### src/rtl/mem_arbiter_pkg.sv
// mem_arbiter_pkg: FSM state type and default sizing for the round-robin memory arbiter
package arb_pkg;
  typedef enum logic [1:0] {IDLE, GRANT, RELEASE} arb_state_t;
  localparam int DEF_NUM_REQ  = 4;
  localparam int DEF_MAX_HOLD = 8;
endpackage

### src/rtl/mem_arbiter_if.sv
// mem_arbiter_if: requester/arbiter handshake bundle; master = requesters, slave = arbiter
interface mem_arbiter_if
  import arb_pkg::*;
#(
  parameter int NUM_REQ = DEF_NUM_REQ
);
  localparam int W = $clog2(NUM_REQ);
  logic [NUM_REQ-1:0] req;
  logic [NUM_REQ-1:0] done;
  logic [NUM_REQ-1:0] grant;
  logic [W-1:0]       gnt_id;
  logic               busy;
  logic               timeout_err;
  modport master (output req, done, input grant, gnt_id, busy, timeout_err);
  modport slave  (input req, done, output grant, gnt_id, busy, timeout_err);
endinterface

### src/rtl/mem_arbiter_rr_pick.sv
// rr_pick: combinational rotating-priority picker, first set req bit at or above ptr with wrap
module rr_pick #(
  parameter  int N = 4,
  localparam int W = $clog2(N)
) (
  input  logic [N-1:0] req,
  input  logic [W-1:0] ptr,
  output logic         valid,
  output logic [W-1:0] idx
);
  int j;
  always_comb begin
    valid = 1'b0;
    idx   = '0;
    j     = 0;
    // scan from the farthest offset down so the nearest hit to ptr is the last write
    for (int i = N - 1; i >= 0; i--) begin
      j = int'(ptr) + i;
      j = (j >= N) ? j - N : j;
      if (req[W'(j)]) begin
        valid = 1'b1;
        idx   = W'(j);
      end
    end
  end
endmodule

### src/rtl/mem_arbiter.sv
// mem_arbiter: round-robin arbiter with IDLE/GRANT/RELEASE FSM and registered one-hot grant.
// Define ARB_TIMEOUT_EN to add a hold counter that forces release after MAX_HOLD grant cycles.
module mem_arbiter
  import arb_pkg::*;
#(
  parameter  int NUM_REQ  = DEF_NUM_REQ,
  parameter  int MAX_HOLD = DEF_MAX_HOLD,
  localparam int W        = $clog2(NUM_REQ)
) (
  input logic         Clock,
  input logic         Reset,
  mem_arbiter_if.slave bus
);
  if (NUM_REQ < 2 || NUM_REQ > 8 || MAX_HOLD < 1 || MAX_HOLD > 255) begin : g_bad_cfg
    $error("mem_arbiter: NUM_REQ must be 2..8 and MAX_HOLD 1..255");
  end
  arb_state_t         state;
  logic [W-1:0]       rr_ptr;
  logic [W-1:0]       pick_idx;
  logic               pick_valid;
  logic [NUM_REQ-1:0] grant_q;
  logic [W-1:0]       gnt_q;
  logic               busy_q;
  logic               to_hit;
  logic               rel;
  rr_pick #(.N(NUM_REQ)) u_pick (
    .req   (bus.req),
    .ptr   (rr_ptr),
    .valid (pick_valid),
    .idx   (pick_idx)
  );
`ifdef ARB_TIMEOUT_EN
  logic [7:0] hold_cnt;
  logic       terr;
  assign to_hit          = hold_cnt == 8'(MAX_HOLD);
  assign bus.timeout_err = terr;
  always_ff @(posedge Clock)
    if (Reset) begin
      hold_cnt <= '0;
      terr     <= 1'b0;
    end else begin
      hold_cnt <= (state == GRANT) ? (rel ? '0 : hold_cnt + 8'd1) : (pick_valid ? 8'd1 : '0);
      terr     <= state == GRANT && to_hit && !bus.done[gnt_q];
    end
`else
  assign to_hit          = 1'b0;
  assign bus.timeout_err = 1'b0;
`endif
  assign rel        = bus.done[gnt_q] | ~bus.req[gnt_q] | to_hit;
  assign bus.grant  = grant_q;
  assign bus.gnt_id = gnt_q;
  assign bus.busy   = busy_q;
  always_ff @(posedge Clock)
    if (Reset) begin
      state   <= IDLE;
      rr_ptr  <= '0;
      grant_q <= '0;
      gnt_q   <= '0;
      busy_q  <= 1'b0;
    end else begin
      case (state)
        IDLE, RELEASE: begin
          state   <= pick_valid ? GRANT : IDLE;
          grant_q <= pick_valid ? NUM_REQ'(1) << pick_idx : '0;
          gnt_q   <= pick_valid ? pick_idx : '0;
          busy_q  <= pick_valid;
        end
        GRANT:
          if (rel) begin
            state   <= RELEASE;
            grant_q <= '0;
            gnt_q   <= '0;
            busy_q  <= 1'b0;
            rr_ptr  <= (gnt_q == W'(NUM_REQ - 1)) ? '0 : gnt_q + 1'b1;
          end
        default: state <= IDLE;
      endcase
    end
endmodule

### src/flat_wrapper.sv
// flat-port wrapper written by rule: the top's interface ports become plain ports
module mem_arbiter_flat import arb_pkg::*;
#(
  parameter  int NUM_REQ  = DEF_NUM_REQ,
  parameter  int MAX_HOLD = DEF_MAX_HOLD,
  localparam int W        = $clog2(NUM_REQ)
)
  (Clock, Reset, bus_req, bus_done, bus_grant, bus_gnt_id, bus_busy, bus_timeout_err);
  mem_arbiter_if #(.NUM_REQ(NUM_REQ)) bus_i ();
  input logic Clock;
  input logic Reset;
  input wire logic [$bits(bus_i.req)-1:0] bus_req;
  input wire logic [$bits(bus_i.done)-1:0] bus_done;
  output wire logic [$bits(bus_i.grant)-1:0] bus_grant;
  output wire logic [$bits(bus_i.gnt_id)-1:0] bus_gnt_id;
  output wire logic [$bits(bus_i.busy)-1:0] bus_busy;
  output wire logic [$bits(bus_i.timeout_err)-1:0] bus_timeout_err;
  assign bus_i.req = bus_req;
  assign bus_i.done = bus_done;
  assign bus_grant = bus_i.grant;
  assign bus_gnt_id = bus_i.gnt_id;
  assign bus_busy = bus_i.busy;
  assign bus_timeout_err = bus_i.timeout_err;
  mem_arbiter #(.NUM_REQ(NUM_REQ), .MAX_HOLD(MAX_HOLD)) u_core (.Clock(Clock), .Reset(Reset), .bus(bus_i));
endmodule
### config.mk
export PLATFORM = sky130hd
export DESIGN_NAME = mem_arbiter_flat
export DESIGN_NICKNAME = d
export VERILOG_FILES = /design/src/rtl/mem_arbiter_pkg.sv /design/src/rtl/mem_arbiter_if.sv /design/src/rtl/mem_arbiter_rr_pick.sv /design/src/rtl/mem_arbiter.sv /design/src/flat_wrapper.sv
export SDC_FILE = /design/constraint.sdc
export NUM_CORES = 1
export LEC_CHECK = 0
export CAP_MARGIN = 20
export CORE_AREA = 5 5 42 44
export CTS_BUF_LIST = sky130_fd_sc_hd__clkbuf_4 sky130_fd_sc_hd__clkbuf_8 sky130_fd_sc_hd__clkbuf_16
export CTS_CLUSTER_DIAMETER = 50
export DETAILED_ROUTE_END_ITERATION = 6
export DIE_AREA = 0 0 47 49
export MAX_ROUTING_LAYER = met4
export PLACE_DENSITY = 0.89
export SLEW_MARGIN = 0
export SYNTH_ARGS = -nofsm -noshare
export SYNTH_HDL_FRONTEND = slang
export SYNTH_SLANG_ARGS = --single-unit
### constraint.sdc
create_clock -name Clock -period 3 [get_ports Clock]
set_input_delay 0.6 -clock Clock [delete_from_list [all_inputs] [get_ports Clock]]
set_output_delay 0.6 -clock Clock [all_outputs]
set_load 0.01 [all_outputs]
==> results.txt <==
* Kind of launch point of the worst setup path: input pin
- The worst register-to-register path ends at u_core.rr_ptr[0].
- Once the floorplan was initialized, standard cells occupied 43.21% of the core.
- STA puts the critical path data arrival time at 2430 ps.
- Max Freq: 448.2 MHz
- Total clock sinks: 11
* Post-Route Hold Slack: 459.4 ps
- Worst supply voltage drop on vdd: 329.2 uV
* CTS H-Tree Depth: 1
- Count of endpoints failing setup in the final report: 0
- Wire length after detailed routing: around 1500 um
* Fin Clk Skew: about 5.9 ps
* Required time of the critical path: approximately 3200 ps
* Number of max-slew violations in the final report: 0
* Port buffer count: 16
- Post-route DRC: 0
- In this run the clock root is driven by a sky130_fd_sc_hd__clkbuf_4.
- The most critical setup path has its endpoint at u_core.rr_ptr[0].
- Max-cap violations in this run came to 0.
* Total nets after synthesis: 75
* Number of DRC markers in iteration 0: 13
- Die area: 0.002303 mm^2
- In the routed layout, each cell is associated on average with a via count of 5.768.
- Antenna diode count: 0
* Core area: 0.001401 mm^2
- Post-route antenna net violation count: 0
- Clk_lat worst skew: between 200 and 300 ps
* Unrepaired setup endpoints after global routing: false
- Outcome: finished, final reports clean
- Remaining global-route overflow: 0
* Pin count of the biggest net entering global routing: 9
- Part of the Yosys area used for sequential elements: between 30% and 40%
- Power density of the placed cells: 446.0 mW/mm^2
- X dimension of the die: 47 um
- Together, buffers and inverters on the worst path number 1.
- In the global route stage, overall resource usage came out at 15.35%.
- Number of ports placed on the die boundary: 18
- Critical Path Max Stage Delay: approximately 520 ps
- The final route contains 571 vias.
- Count of final hold-check violations: 0
- Delay-heaviest family, CP: simple AND/OR/NAND/NOR gates
- The worst register-to-register path has a setup slack of 1250 ps.
* Fraction of final layout cells sized beyond drive strength 1: around an eighth
* FILL cells: between 100 and 150
- Post_cts resized: 0
* HPWL after DPL: 1128 um
- Clock tree from TritonCTS: done
- CP Max Fanout: 8
- Wire length of the first global-routing pass: 2525 um
* Critical path's slowest cell: sky130_fd_sc_hd__mux4_2
- Synthesis handed over a netlist of 64 instances.
- Dividing the detail-routed wire length by the instance count gives about 15 um.
- Counting buffers and inverters, the worst setup path is 5 cells deep.
- The most used flip-flop cell after synthesis is sky130_fd_sc_hd__dfxtp_1.
- Type of the setup path with the least slack: input pin to flip-flop
- In this run the vertical extent of the chip is 49 um.
- The signal on the critical path passes through clkdlybuf4s50_1 > nor2b_1 > mux4_2 > or4_1 > a21oi_1.
- Post-Synthesis Cell Area: 605.6 um^2
- First drt pass iteration count: 4
* Critical path launch point: bus_req[3]
* Maximum clock insertion buffer count: 2
* Hold Crit Class: flip-flop to flip-flop
- The largest total area in the synthesized netlist belongs to sky130_fd_sc_hd__dfxtp_1.
* Final critical-path share of the clock period: 74.37%
- Main area contributors after synthesis: sky130_fd_sc_hd__dfxtp_1 (36%), sky130_fd_sc_hd__nor2b_1 (8.3%), sky130_fd_sc_hd__mux4_2 (7.4%), sky130_fd_sc_hd__nand2b_1 (4.1%), sky130_fd_sc_hd__a21oi_1 (3.3%)
* Number of buffers added for setup after CTS: 0
* Leading cell types by count after synthesis: sky130_fd_sc_hd__dfxtp_1 (11), sky130_fd_sc_hd__nor2b_1 (8), sky130_fd_sc_hd__a21oi_1 (4), sky130_fd_sc_hd__nand2b_1 (4)
- Count of flip-flops with a built-in enable after synthesis: 0
- Setup total negative slack on the finished layout was measured at 0 ps.
* Clock-pin slew of the registers on the worst-case setup and hold paths: approximately 60 ps
- Final Total Pwr: about 0.36 mW
- Row generation in the floorplan step produced 14 rows.
- Number of cells on the worst reg-to-reg path: 3
* Share of the synthesized area in the top cell type: 36.36%
- Number of flip-flops and latches in the synthesized netlist: 11
- Critical R2R Launch: u_core.bus.gnt_id[1]
- Distinct cell type count of the synthesized netlist: 32
- The final layout contains 95 nets.
- From synthesis to final layout, the design area changed by 33.47%.
* Number of clock buffers inserted by TritonCTS: 3
- STA classifies the critical path endpoint as a flip-flop.
* Min Clock Period, post-route: around 2200 ps
* Count leader, synth: sky130_fd_sc_hd__dfxtp_1
* Count of yosys warnings during synthesis: 0
- The initial antenna violation count was 0.
* Leakage power: a little under 0.3 nW
- Of all flip-flops after synthesis, the portion carrying an async set or reset was 0%.
- The number of global-route vias before repair was roughly 580.
- Weighted congestion reported at the end of routability-driven placement: about 0.76
- The average instance in the mapped netlist occupies roughly 9.5 um^2.
- The number of hold buffers added after CTS was 0.
-- cell families after synthesis --
family                     after synthesis  share of synthesized area [%]
and+or+nand+nor                         26                          26.03
AOI/OAI and AO/OA                       20                          23.97
DFF                                     11                          36.36
muxes                                    3                          9.090
buffers and inverters                    2                          1.859
adders and majority gates                1                          2.066
other                                    1                         0.6192
-- cell type report --
| type | instances | area [um^2] | area share [%] |
|---|---|---|---|
| Sequential cell | 11 | 220.2 | 27.24 |
| Clock buffer | 4 | 30.03 | 3.715 |
| Timing Repair Buffer | 16 | 160.2 | 19.81 |
| Tap cell | 16 | 20.02 | 2.477 |
| Inverter | 1 | 3.754 | 0.4644 |
| Multi-Input combinational cell | 51 | 374.1 | 46.28 |
-- layer usage --
metal | part of all wire, % | GRT usage, % | wire, um | up-vias
met4 | 1.2 | 6.912 | 17 | 0
met5 | 0 | - | 0 | -
met3 | 6.3 | 2.214 | 91 | 4
met2 | 47 | 22.40 | 683 | 21
li1 | - | - | - | 278
met1 | 45 | 20.45 | 659 | 268
-- report_power, final --
group	total, mW	switching, mW	internal, mW	leakage (nW)
Combinational	0.0813	0.0364	0.0448	0.184
Sequential	0.167	0.0105	0.157	0.0903
Clock	0.112	0.0513	0.0606	0.0184
-- worst reg2reg max path, cell delays in order (launching register included) --
cell and delay [ps]:
sky130_fd_sc_hd__dfxtp_1 460, sky130_fd_sc_hd__mux4_2 600, sky130_fd_sc_hd__or4_1 480, sky130_fd_sc_hd__a21oi_1 150
-- through the flow --
step	area, um^2	std cells	setup slack [ps]	utilization, %
finish	808.3	99	768.8	57.68
floorplan	605.6	64	1137	-
detailed placement	778.2	95	475.4	55.54
CTS	808.3	99	749.6	57.68
global route	808.3	99	682.4	57.68
global placement	778.2	95	513.0	55.54
-- sequential cells by signal, indices dropped and copies added, names as in the netlist --
| name | count |
|---|---|
| u_core.bus.grant | 4 |
| u_core.state | 2 |
| u_core.bus.busy | 1 |
| u_core.bus.gnt_id | 2 |
| u_core.rr_ptr | 2 |
-- cell usage in the layout, fill, tap and decap left out, types with 2 or more instances in the layout --
| master | instances |
|---|---|
| sky130_fd_sc_hd__dfxtp_1 | 11 |
| sky130_fd_sc_hd__clkbuf_4 | 4 |
| sky130_fd_sc_hd__nor3_1 | 2 |
| sky130_fd_sc_hd__o2bb2ai_1 | 2 |
| sky130_fd_sc_hd__nor4_1 | 2 |
| sky130_fd_sc_hd__o21ai_0 | 3 |
| sky130_fd_sc_hd__mux4_2 | 2 |
| sky130_fd_sc_hd__nor2_1 | 3 |
| sky130_fd_sc_hd__nor2b_1 | 8 |
| sky130_fd_sc_hd__clkdlybuf4s50_1 | 16 |
| sky130_fd_sc_hd__nand2b_1 | 4 |
| sky130_fd_sc_hd__a21oi_1 | 4 |
| sky130_fd_sc_hd__a22o_1 | 2 |
-- worst min path at each step --
stage	from	end	slack, ps	cells after the start
floorplan	u_core.rr_ptr[0]	u_core.rr_ptr[0]	460	2
global placement	u_core.bus.busy	u_core.bus.busy	450	1
detailed placement	u_core.bus.busy	u_core.bus.busy	440	1
CTS	u_core.bus.busy	u_core.bus.busy	460	1
global route	u_core.bus.grant[3]	u_core.bus.grant[3]	500	1
finish	u_core.bus.busy	u_core.bus.busy	460	1
Note: power is estimated with default switching activity, not from simulation.
